### config.mk
export PLATFORM = sky130hd
export DESIGN_NAME = valid_ready_fifo
export DESIGN_NICKNAME = d
export VERILOG_FILES = /design/src/rtl/vr_pkg.sv /design/src/rtl/vr_fifo_ptr.sv /design/src/rtl/valid_ready_fifo.sv
export SDC_FILE = /design/constraint.sdc
export NUM_CORES = 1
export LEC_CHECK = 0
export ABC_AREA = 1
export BUFFER_PORTS_ARGS = -buffer_cell sky130_fd_sc_hd__buf_4
export CAP_MARGIN = 20
export CORE_MARGIN = 2
export CORE_UTILIZATION = 45
export CTS_CLUSTER_DIAMETER = 100
export DETAILED_ROUTE_END_ITERATION = 10
export GPL_TIMING_DRIVEN = 0
export PLACE_DENSITY_LB_ADDON = 0.15
export SYNTH_ARGS = -nofsm -noshare
export SYNTH_HDL_FRONTEND = slang
export SYNTH_SLANG_ARGS = --single-unit
export TNS_END_PERCENT = 10
### constraint.sdc
create_clock -name clk -period 1.5 [get_ports clk]
set_input_delay 0.075 -clock clk [delete_from_list [all_inputs] [get_ports clk]]
set_output_delay 0.075 -clock clk [all_outputs]
set_load 0.1 [all_outputs]
### src/rtl/vr_pkg.sv
// Shared helpers for valid/ready blocks: width arithmetic and parameter sanity functions.
package vr_pkg;

    localparam int unsigned VR_MIN_DEPTH = 32'd2;

    function automatic int unsigned vr_clog2(input int unsigned value);
        int unsigned result;
        result = 32'd0;
        for (int i = 0; i < 32; i++) begin
            if ((64'd1 << i) < 64'(value)) begin
                result = 32'(i + 1);
            end
        end
        return result;
    endfunction

    // Pointers carry one extra wrap bit so full and empty are distinguishable.
    function automatic int unsigned vr_ptr_w(input int unsigned depth);
        return vr_clog2(depth) + 32'd1;
    endfunction

    function automatic int unsigned vr_cnt_w(input int unsigned depth);
        return vr_clog2(depth + 32'd1);
    endfunction

    function automatic bit vr_is_pow2(input int unsigned value);
        return (value != 32'd0) && ((value & (value - 32'd1)) == 32'd0);
    endfunction

endpackage

### src/rtl/vr_fifo_ptr.sv
// Ring-buffer pointer with wrap bit: advances on enable, clears synchronously, resets asynchronously.
module vr_fifo_ptr #(
    parameter int unsigned PW = 3
) (
    input  logic          clk,
    input  logic          rst,
    input  logic          clr_i,
    input  logic          en_i,
    output logic [PW-1:0] ptr_o
);

    logic [PW-1:0] ptr_q;
    logic [PW-1:0] ptr_d;

    // Next pointer: clear wins over advance; binary roll-over provides the wrap.
    always_comb begin
        ptr_d = ptr_q;
        if (clr_i) begin
            ptr_d = {PW{1'b0}};
        end else if (en_i) begin
            ptr_d = ptr_q + PW'(1);
        end else begin
            ptr_d = ptr_q;
        end
    end

    // Pointer register.
    always_ff @(posedge clk or posedge rst) begin
        if (rst) begin
            ptr_q <= {PW{1'b0}};
        end else begin
            ptr_q <= ptr_d;
        end
    end

    assign ptr_o = ptr_q;

endmodule

### src/rtl/valid_ready_fifo.sv
// Valid/ready elastic buffer: DEPTH-entry ring with registered occupancy count, almost-full and flush.
module valid_ready_fifo
    import vr_pkg::*;
#(
    parameter int unsigned WIDTH    = 4,
    parameter int unsigned DEPTH    = 4,
    parameter int unsigned AF_LEVEL = 3
) (
    input  logic                        clk,
    input  logic                        rst,
    input  logic                        flush,
    input  logic [WIDTH-1:0]            data_up,
    input  logic                        valid_up,
    output logic                        ready_up,
    output logic [WIDTH-1:0]            data_down,
    output logic                        valid_down,
    input  logic                        ready_down,
    output logic [vr_cnt_w(DEPTH)-1:0]  count,
    output logic                        almost_full
);

    localparam int unsigned AW = vr_clog2(DEPTH);
    localparam int unsigned PW = vr_ptr_w(DEPTH);
    localparam int unsigned CW = vr_cnt_w(DEPTH);

    if (!vr_is_pow2(DEPTH) || (DEPTH < VR_MIN_DEPTH) ||
        (AF_LEVEL < 32'd1) || (AF_LEVEL > DEPTH)) begin : g_param_check
        $fatal(1, "valid_ready_fifo: DEPTH must be a power of two >= 2 and 1 <= AF_LEVEL <= DEPTH");
    end

    logic [PW-1:0]    wr_ptr_s;
    logic [PW-1:0]    rd_ptr_s;
    logic             empty_s;
    logic             full_s;
    logic             push_s;
    logic             pop_s;
    logic [WIDTH-1:0] mem_q [DEPTH];
    logic [CW-1:0]    count_q;
    logic [CW-1:0]    count_d;
    logic             af_q;
    logic             af_d;

    // Handshake qualifiers depend only on registered pointers and flush, so no ready/valid path crosses the buffer.
    assign empty_s    = (wr_ptr_s == rd_ptr_s);
    assign full_s     = (wr_ptr_s[AW] != rd_ptr_s[AW]) &&
                        (wr_ptr_s[AW-1:0] == rd_ptr_s[AW-1:0]);
    assign ready_up   = ~full_s & ~flush;
    assign valid_down = ~empty_s & ~flush;
    assign push_s     = valid_up & ready_up;
    assign pop_s      = valid_down & ready_down;
    assign data_down  = valid_down ? mem_q[rd_ptr_s[AW-1:0]] : {WIDTH{1'b0}};

    vr_fifo_ptr #(.PW(PW)) u_wr_ptr (
        .clk   (clk),
        .rst   (rst),
        .clr_i (flush),
        .en_i  (push_s),
        .ptr_o (wr_ptr_s)
    );

    vr_fifo_ptr #(.PW(PW)) u_rd_ptr (
        .clk   (clk),
        .rst   (rst),
        .clr_i (flush),
        .en_i  (pop_s),
        .ptr_o (rd_ptr_s)
    );

    // Storage write; contents are not reset because empty/full come from the pointers.
    always_ff @(posedge clk) begin
        if (push_s) begin
            mem_q[wr_ptr_s[AW-1:0]] <= data_up;
        end
    end

    // Occupancy next-state and the almost-full flag derived from it.
    always_comb begin
        count_d = count_q;
        if (flush) begin
            count_d = {CW{1'b0}};
        end else if (push_s && !pop_s) begin
            count_d = count_q + CW'(1);
        end else if (pop_s && !push_s) begin
            count_d = count_q - CW'(1);
        end else begin
            count_d = count_q;
        end
        af_d = (count_d >= CW'(AF_LEVEL));
    end

    // Count and almost-full registers, updated together so they always agree.
    always_ff @(posedge clk or posedge rst) begin
        if (rst) begin
            count_q <= {CW{1'b0}};
            af_q    <= 1'b0;
        end else begin
            count_q <= count_d;
            af_q    <= af_d;
        end
    end

    assign count       = count_q;
    assign almost_full = af_q;

endmodule

# Word level (Yosys, flattened, before mapping)
# Memories as Yosys holds them, arrays and structs flattened.
# Index checks and enable logic that the tools add are counted.
# Widths: inputs -> output; s select.
[word_totals]
regBits = 10
n_memories = 1
elab_cells = 37
latch_bits = 0
in_bits = 9
mem_bits_rw = 16
mem_bits_ro = 0
[classes]
div_mod_pow = 0
magnitude_cmp = 1
n_mul = 0
muxes = 10
n_reduce_logical = 7
n_eq_ne = 3
n_bitwise = 7
n_addsub = 4
shifts = 0
[mem_list]
columns = ["memory", "words", "word_bits", "read_ports", "rd_clocked_by_memory_dff", "wr", "line", "source"]
rows = [
  ["mem_q", 4, 4, 1, 0, 1, "valid_ready_fifo.sv:37", "logic [WIDTH-1:0] mem_q [DEPTH];"],
]
[op_table]
columns = ["operator", "n"]
rows = [
  ["$mux 3", 7],
  ["$add 3x1->3 const B", 3],
  ["$and 1x1->1", 4],
  ["$mux 4", 1],
  ["$reduce_bool 2->1", 2],
  ["$eq 3x3->1", 1],
  ["$ge 3x2->1 const B", 1],
  ["$logic_and 1x1->1", 3],
  ["$not 1->1", 3],
  ["$sub 3x1->3 const B", 1],
  ["$eq 2x2->1", 1],
  ["$logic_not 1->1", 2],
  ["$mux 1", 2],
  ["$ne 1x1->1", 1],
]

# Longest topological paths before layout
[depth]
depth_word = 11
ltp_mapped = 14

# Modules after synthesis
# From an unflattened synthesis, not the netlist that was laid out.
[hier_totals]
cells_unflattened = 147
area_unflattened_um2 = 1357.6
[modules_own_cells]
columns = ["mod", "seq_area_each_um2", "cells_each", "area_per_inst_um2", "instances"]
rows = [
  ["valid_ready_fifo", 580.6, 111, 1069.8, 1],
  ["vr_fifo_ptr", 75.1, 18, 143.9, 2],
]

# Least setup slack after synthesis
# OpenSTA, ideal clock, no wires.
[synth_path]
path_type = "flip-flop to output port"
start = "register u_rd_ptr.ptr_q[0] (netlist: u_rd_ptr.ptr_o[0])"
end = "output data_down[0]"
stages_incl_launch_ff = 6
setup_slack_ps = -965
arrival_ps = 2390
n_path_buf = 2
path_cell_list = "dfrtp_1 > buf_4 > inv_2 > clkbuf_1 > o21ai_0 > a21oi_1"
[synth_via]
elab_chain_cells = 4
word_cells_on_any_way = 5
[synth_lines]
columns = ["item", "line", "source"]
rows = [
  ["from (decl)", "vr_fifo_ptr.sv:12", "logic [PW-1:0] ptr_q;"],
  ["from (signal assigned)", "vr_fifo_ptr.sv:30", "ptr_q <= {PW{1'b0}};"],
  ["from (signal assigned)", "vr_fifo_ptr.sv:32", "ptr_q <= ptr_d;"],
  ["$eq 3x3->1", "valid_ready_fifo.sv:44", "assign empty_s = (wr_ptr_s == rd_ptr_s);"],
  ["$not 1->1", "valid_ready_fifo.sv:48", "assign valid_down = ~empty_s & ~flush;"],
  ["$and 1x1->1", "valid_ready_fifo.sv:48", ""],
  ["$mux 4 (*)", "valid_ready_fifo.sv:51", "assign data_down = valid_down ? mem_q[rd_ptr_s[AW-1:0]] : {WIDTH{1'b0}};"],
  ["to (decl)", "valid_ready_fifo.sv:15", "output logic [WIDTH-1:0] data_down,"],
]
# Mark *: on every way between the ends. The rest lies on a longest branch, timed or not.

# Worst setup path after layout
[layout_path]
start = "register u_wr_ptr.ptr_q[0] (netlist: u_wr_ptr.ptr_o[0])"
end = "output valid_down"
[layout_via]
elab_chain_cells = 3
[layout_lines]
columns = ["item", "line", "source"]
rows = [
  ["from (decl)", "vr_fifo_ptr.sv:12", ""],
  ["from (signal assigned)", "vr_fifo_ptr.sv:30", ""],
  ["from (signal assigned)", "vr_fifo_ptr.sv:32", ""],
  ["$eq 3x3->1", "valid_ready_fifo.sv:44", ""],
  ["$not 1->1", "valid_ready_fifo.sv:48", ""],
  ["$and 1x1->1", "valid_ready_fifo.sv:48", ""],
  ["to (decl)", "valid_ready_fifo.sv:16", "output logic valid_down,"],
]
# No other way between the ends.

==> PnR_summary.wiki <==
{| class="wikitable"
! Metric !! Value
|-
| Max-Slew Margin vs Limit || 0.715
|-
| Number of global-route vias before repair || 968
|-
| Unrepaired setup endpoints after global routing || yes
|-
| Count of buffering cells on the critical path with inverters included || 3
|-
| Slowest stage cell on the critical path || sky130_fd_sc_hd__dfrtp_1
|-
| Post-layout util || 0.660
|-
| Root buffer cell || sky130_fd_sc_hd__clkbuf_4
|-
| Aggregate routed wire length || 2900 µm
|-
| Achievable Freq || roughly 0.6 GHz
|-
| Crit path kind || register to output port
|-
| Worst Skew || 0.00998 ns
|-
| # diodes || 0
|-
| Max Slew Vio Count || 0
|-
| Flip-flop and latch count after synthesis || 26
|-
| Number of failing hold endpoints at the final stage || 0
|-
| Clock sink count || 26
|-
| Clock-pin slew on the worst setup and hold paths || 0.14 ns
|-
| Die Footprint || about 0.0036 mm²
|-
| Non-filler cells, final || between 200 and 250
|-
| Number of I/O pins || 19
|-
| Sum of negative setup slack || -0.937 ns
|-
| Violations in the final reports || setup timing
|-
| Synth warnings || 0
|-
| Max stage delay on crit path || roughly 0.47 ns
|-
| Pin count of the biggest net entering global routing || 16
|-
| Placement row count || 20
|-
| Starting Density || 0.466
|-
| Post-synthesis cell count || ~140
|-
| Worst slew pin tran || around 0.43 ns
|-
| Number of antenna violations at the first check in global routing || 0
|-
| Global-route usage over all layers || 0.178
|-
| Average wire per standard cell || between 10 and 15 µm
|-
| Highest ir drop seen on vdd || around 0.00056 V
|-
| Cell seen most often among critical-path stages || sky130_fd_sc_hd__nand2_4
|-
| List of cells traversed by the critical path || inv_2 > nand2_4 > nand2_4 > nand3_4 > nand2_8 > clkinvlp_4 > buf_12
|-
| Total congestion overflow after global routing || 0
|-
| Clock latency of the later-clocked register in the worst-skew pair || approximately 0.33 ns
|-
| Worst hold slack after final layout || 0.0345 ns
|-
| Worst slack at placement || -0.366 ns
|-
| Clock Tree Buf Depth || 2
|-
| Post-route antenna net violation count || 0
|-
| Min setup slack post-route || -0.155 ns
|-
| Clock period minus worst slack || between 1.5 and 2 ns
|-
| Number of violations reported at the end of detailed-routing iteration 0 || 39
|-
| Cells after DPL || about 190
|-
| Net total in the final layout || roughly 200
|-
| Outcome || finished, violations left
|-
| Kind of launch point of the worst setup path || register
|-
| Average cell area after synthesis || a little under 10 µm²
|-
| Overall die width || 59.8 µm
|-
| Core region area || 0.00300 mm²
|-
| Detailed-placement wirelength estimate || ~1900 µm
|-
| Die Height || 59.8 µm
|-
| Cell type group with the largest total delay on the critical path || flip-flops
|-
| Static leakage || just over 0.0008 µW
|-
| Required time of the critical path || 1.42 ns
|-
| CTS tree || done
|-
| Total nets after synthesis || between 150 and 200
|-
| Area Overhead vs Synth || 41.7%
|-
| Post-Synthesis Cell Area || roughly 0.0014 mm²
|-
| Worst min-delay path class || input pin to register
|-
| Total clock buffers created by CTS || 3
|-
| Post-detailed-route via-to-cell ratio || ~5
|-
| Number of maximum-capacitance violations || 0
|-
| Total power per unit cell area || 1220 mW/mm²
|-
| Sequential element share of the synthesized area || 0.522
|-
| Share of final-layout standard cells stronger than drive strength 1 || 0.444
|-
| Critical path capture point type || output port
|-
| Critical Path AT || between 1.5 and 2 ns
|-
| Final Cycle Share || 1.10
|-
| Number of unique standard cell types used by synthesis || 25
|-
| CTS HTree Levels || 1
|-
| Weighted congestion at the end of routability-driven global placement || 0.765
|-
| Number of vias after detailed routing || ~1,100
|-
| Final setup fails || 7
|-
| First-pass detailed-route iteration total || 6
|-
| First-pass GRT wire length || about 4600 µm
|-
| Crit path max fanout || 6
|-
| Number of buffers inserted by port buffering || 18
|-
| Number of remaining DRC errors || 0
|}
## synth_stat cells
cell                       instances  share of area
sky130_fd_sc_hd__ha_1              7          0.063
sky130_fd_sc_hd__inv_1            15          0.040
sky130_fd_sc_hd__mux2i_1           1         0.0072
sky130_fd_sc_hd__xnor2_1           1         0.0063
sky130_fd_sc_hd__nor2_1           23          0.062
sky130_fd_sc_hd__nand2_1          23          0.062
sky130_fd_sc_hd__inv_2             3         0.0080
sky130_fd_sc_hd__nor2_4            1         0.0080
sky130_fd_sc_hd__nor2_2            3          0.013
sky130_fd_sc_hd__dfrtp_1          10           0.18
sky130_fd_sc_hd__a22o_1            1         0.0063
sky130_fd_sc_hd__buf_4             1         0.0054
sky130_fd_sc_hd__o21ai_0          11          0.039
sky130_fd_sc_hd__nand2_4           4          0.032
sky130_fd_sc_hd__edfxtp_1         16           0.34
sky130_fd_sc_hd__nand3b_1          1         0.0054
sky130_fd_sc_hd__nand3_4           4          0.050
sky130_fd_sc_hd__bufinv_8          1          0.013
sky130_fd_sc_hd__inv_4             1         0.0045
sky130_fd_sc_hd__a21oi_1           4          0.014
sky130_fd_sc_hd__clkbuf_1          1         0.0027
sky130_fd_sc_hd__o22ai_1           1         0.0045
sky130_fd_sc_hd__o21ai_1           1         0.0036
sky130_fd_sc_hd__nand3_1           4          0.014
sky130_fd_sc_hd__nand2_2           3          0.013
## final timing paths
kind	from	to	slack (ns)	cells after the start
worst max-delay path	u_wr_ptr.ptr_o[0]$_DFFE_PP0P_	valid_down	-0.16	7
worst min-delay path	flush	u_wr_ptr.ptr_o[0]$_DFFE_PP0P_	0.03	4
worst max register to register	u_wr_ptr.ptr_o[0]$_DFFE_PP0P_	almost_full$_DFF_PP0_	-0.12	12
worst min register to register	u_wr_ptr.ptr_o[2]$_DFFE_PP0P_	u_wr_ptr.ptr_o[2]$_DFFE_PP0P_	0.56	1
max in group asynchronous	rst	count[1]$_DFF_PP0_	0.90	3
min in group asynchronous	rst	u_wr_ptr.ptr_o[2]$_DFFE_PP0P_	0.28	3
## per-stage QoR
stage	cell area [µm²]	power, µW
5_1_grt	1980	2520
2_1_floorplan	1450	1530
3_5_place_dp	1630	1690
3_3_place_gp	1630	1670
4_1_cts	1930	2380
6_report	1980	2410
## layout make-up
class / count / area, µm²
Sequential cell: 26 / 737
Buffer: 1 / 13.8
Clock buffer: 3 / 22.5
Timing Repair Buffer: 36 / 358
Inverter: 20 / 100
Fill cell: 238 / 1020
Tap cell: 33 / 41.3
Clock inverter: 1 / 30.0
Multi-Input combinational cell: 93 / 679
## report_power, final
group	internal, µW	leakage, µW	switching [µW]	total, µW
clock network	270	0.0000279	213	484
registers	811	0.000273	46.1	857
logic	383	0.000531	687	1070
total	1460	0.000832	946	2410
## registers in the layout, summed over array words and instances (netlist names)
name            flops
almost_full         1
count               3
mem_q              16
u_rd_ptr.ptr_o      3
u_wr_ptr.ptr_o      3
## cells in the final DEF, fill, tap and decap left out, types with 2 or more instances in the layout
cell type / instances
sky130_fd_sc_hd__buf_4: 25
sky130_fd_sc_hd__nand2_1: 20
sky130_fd_sc_hd__nor2_1: 17
sky130_fd_sc_hd__edfxtp_1: 16
sky130_fd_sc_hd__inv_1: 11
sky130_fd_sc_hd__o21ai_1: 8
sky130_fd_sc_hd__ha_1: 7
sky130_fd_sc_hd__buf_12: 6
sky130_fd_sc_hd__nand2_4: 5
sky130_fd_sc_hd__nor2_4: 5
sky130_fd_sc_hd__nor2_2: 5
sky130_fd_sc_hd__dfrtp_1: 5
sky130_fd_sc_hd__dfrtp_2: 5
sky130_fd_sc_hd__dlygate4sd3_1: 5
sky130_fd_sc_hd__inv_2: 4
sky130_fd_sc_hd__nand2_2: 4
sky130_fd_sc_hd__nand3_4: 4
sky130_fd_sc_hd__a21oi_4: 4
sky130_fd_sc_hd__nand3_1: 4
sky130_fd_sc_hd__inv_4: 3
sky130_fd_sc_hd__clkbuf_4: 3
sky130_fd_sc_hd__o21ai_2: 2
sky130_fd_sc_hd__o21ai_0: 2
## layer usage
metal,GRT usage,routed length (µm),up-vias
met5,0,0,-
met4,0.0762,49,0
met3,0.0260,104,5
met2,0.284,1450,22
met1,0.242,1290,497
li1,-,-,536
## cells by family (layout without fill, tap and decap cells)
| group | after synthesis | count (layout) | synth area share |
|---|---|---|---|
| buffers and inverters | 22 | 61 | 0.0733 |
| AND/OR/NAND/NOR | 66 | 66 | 0.260 |
| AO/OA/AOI/OAI | 18 | 18 | 0.0680 |
| XOR/XNOR | 1 | 1 | 0.00626 |
| flip-flops | 26 | 26 | 0.522 |
| adder cells (fa/ha/maj) | 7 | 7 | 0.0626 |
| multiplexers | 1 | 1 | 0.00716 |
## what timing repair did
item                                   4_1_cts  5_1_grt
hold buffers                                 5        0
endpoints found under the hold margin       26        0
setup buffers                                9        4
pin swaps                                    2        3
resized for setup                           45       11
setup endpoints to repair                   27       30
## worst reg2reg max path: stages (launching register included)
cell                      delay [ns]
sky130_fd_sc_hd__dfrtp_1        0.47
sky130_fd_sc_hd__inv_2          0.09
sky130_fd_sc_hd__nand2_4        0.08
sky130_fd_sc_hd__nand2_4        0.06
sky130_fd_sc_hd__nand3_4        0.09
sky130_fd_sc_hd__buf_4          0.13
sky130_fd_sc_hd__nand3_4        0.10
sky130_fd_sc_hd__nor2_2         0.16
sky130_fd_sc_hd__nand2_1        0.09
sky130_fd_sc_hd__nand2_1        0.07
sky130_fd_sc_hd__nand2_1        0.05
sky130_fd_sc_hd__nand3_1        0.09
sky130_fd_sc_hd__nand2_1        0.06
(Power assumes the default switching activity.)
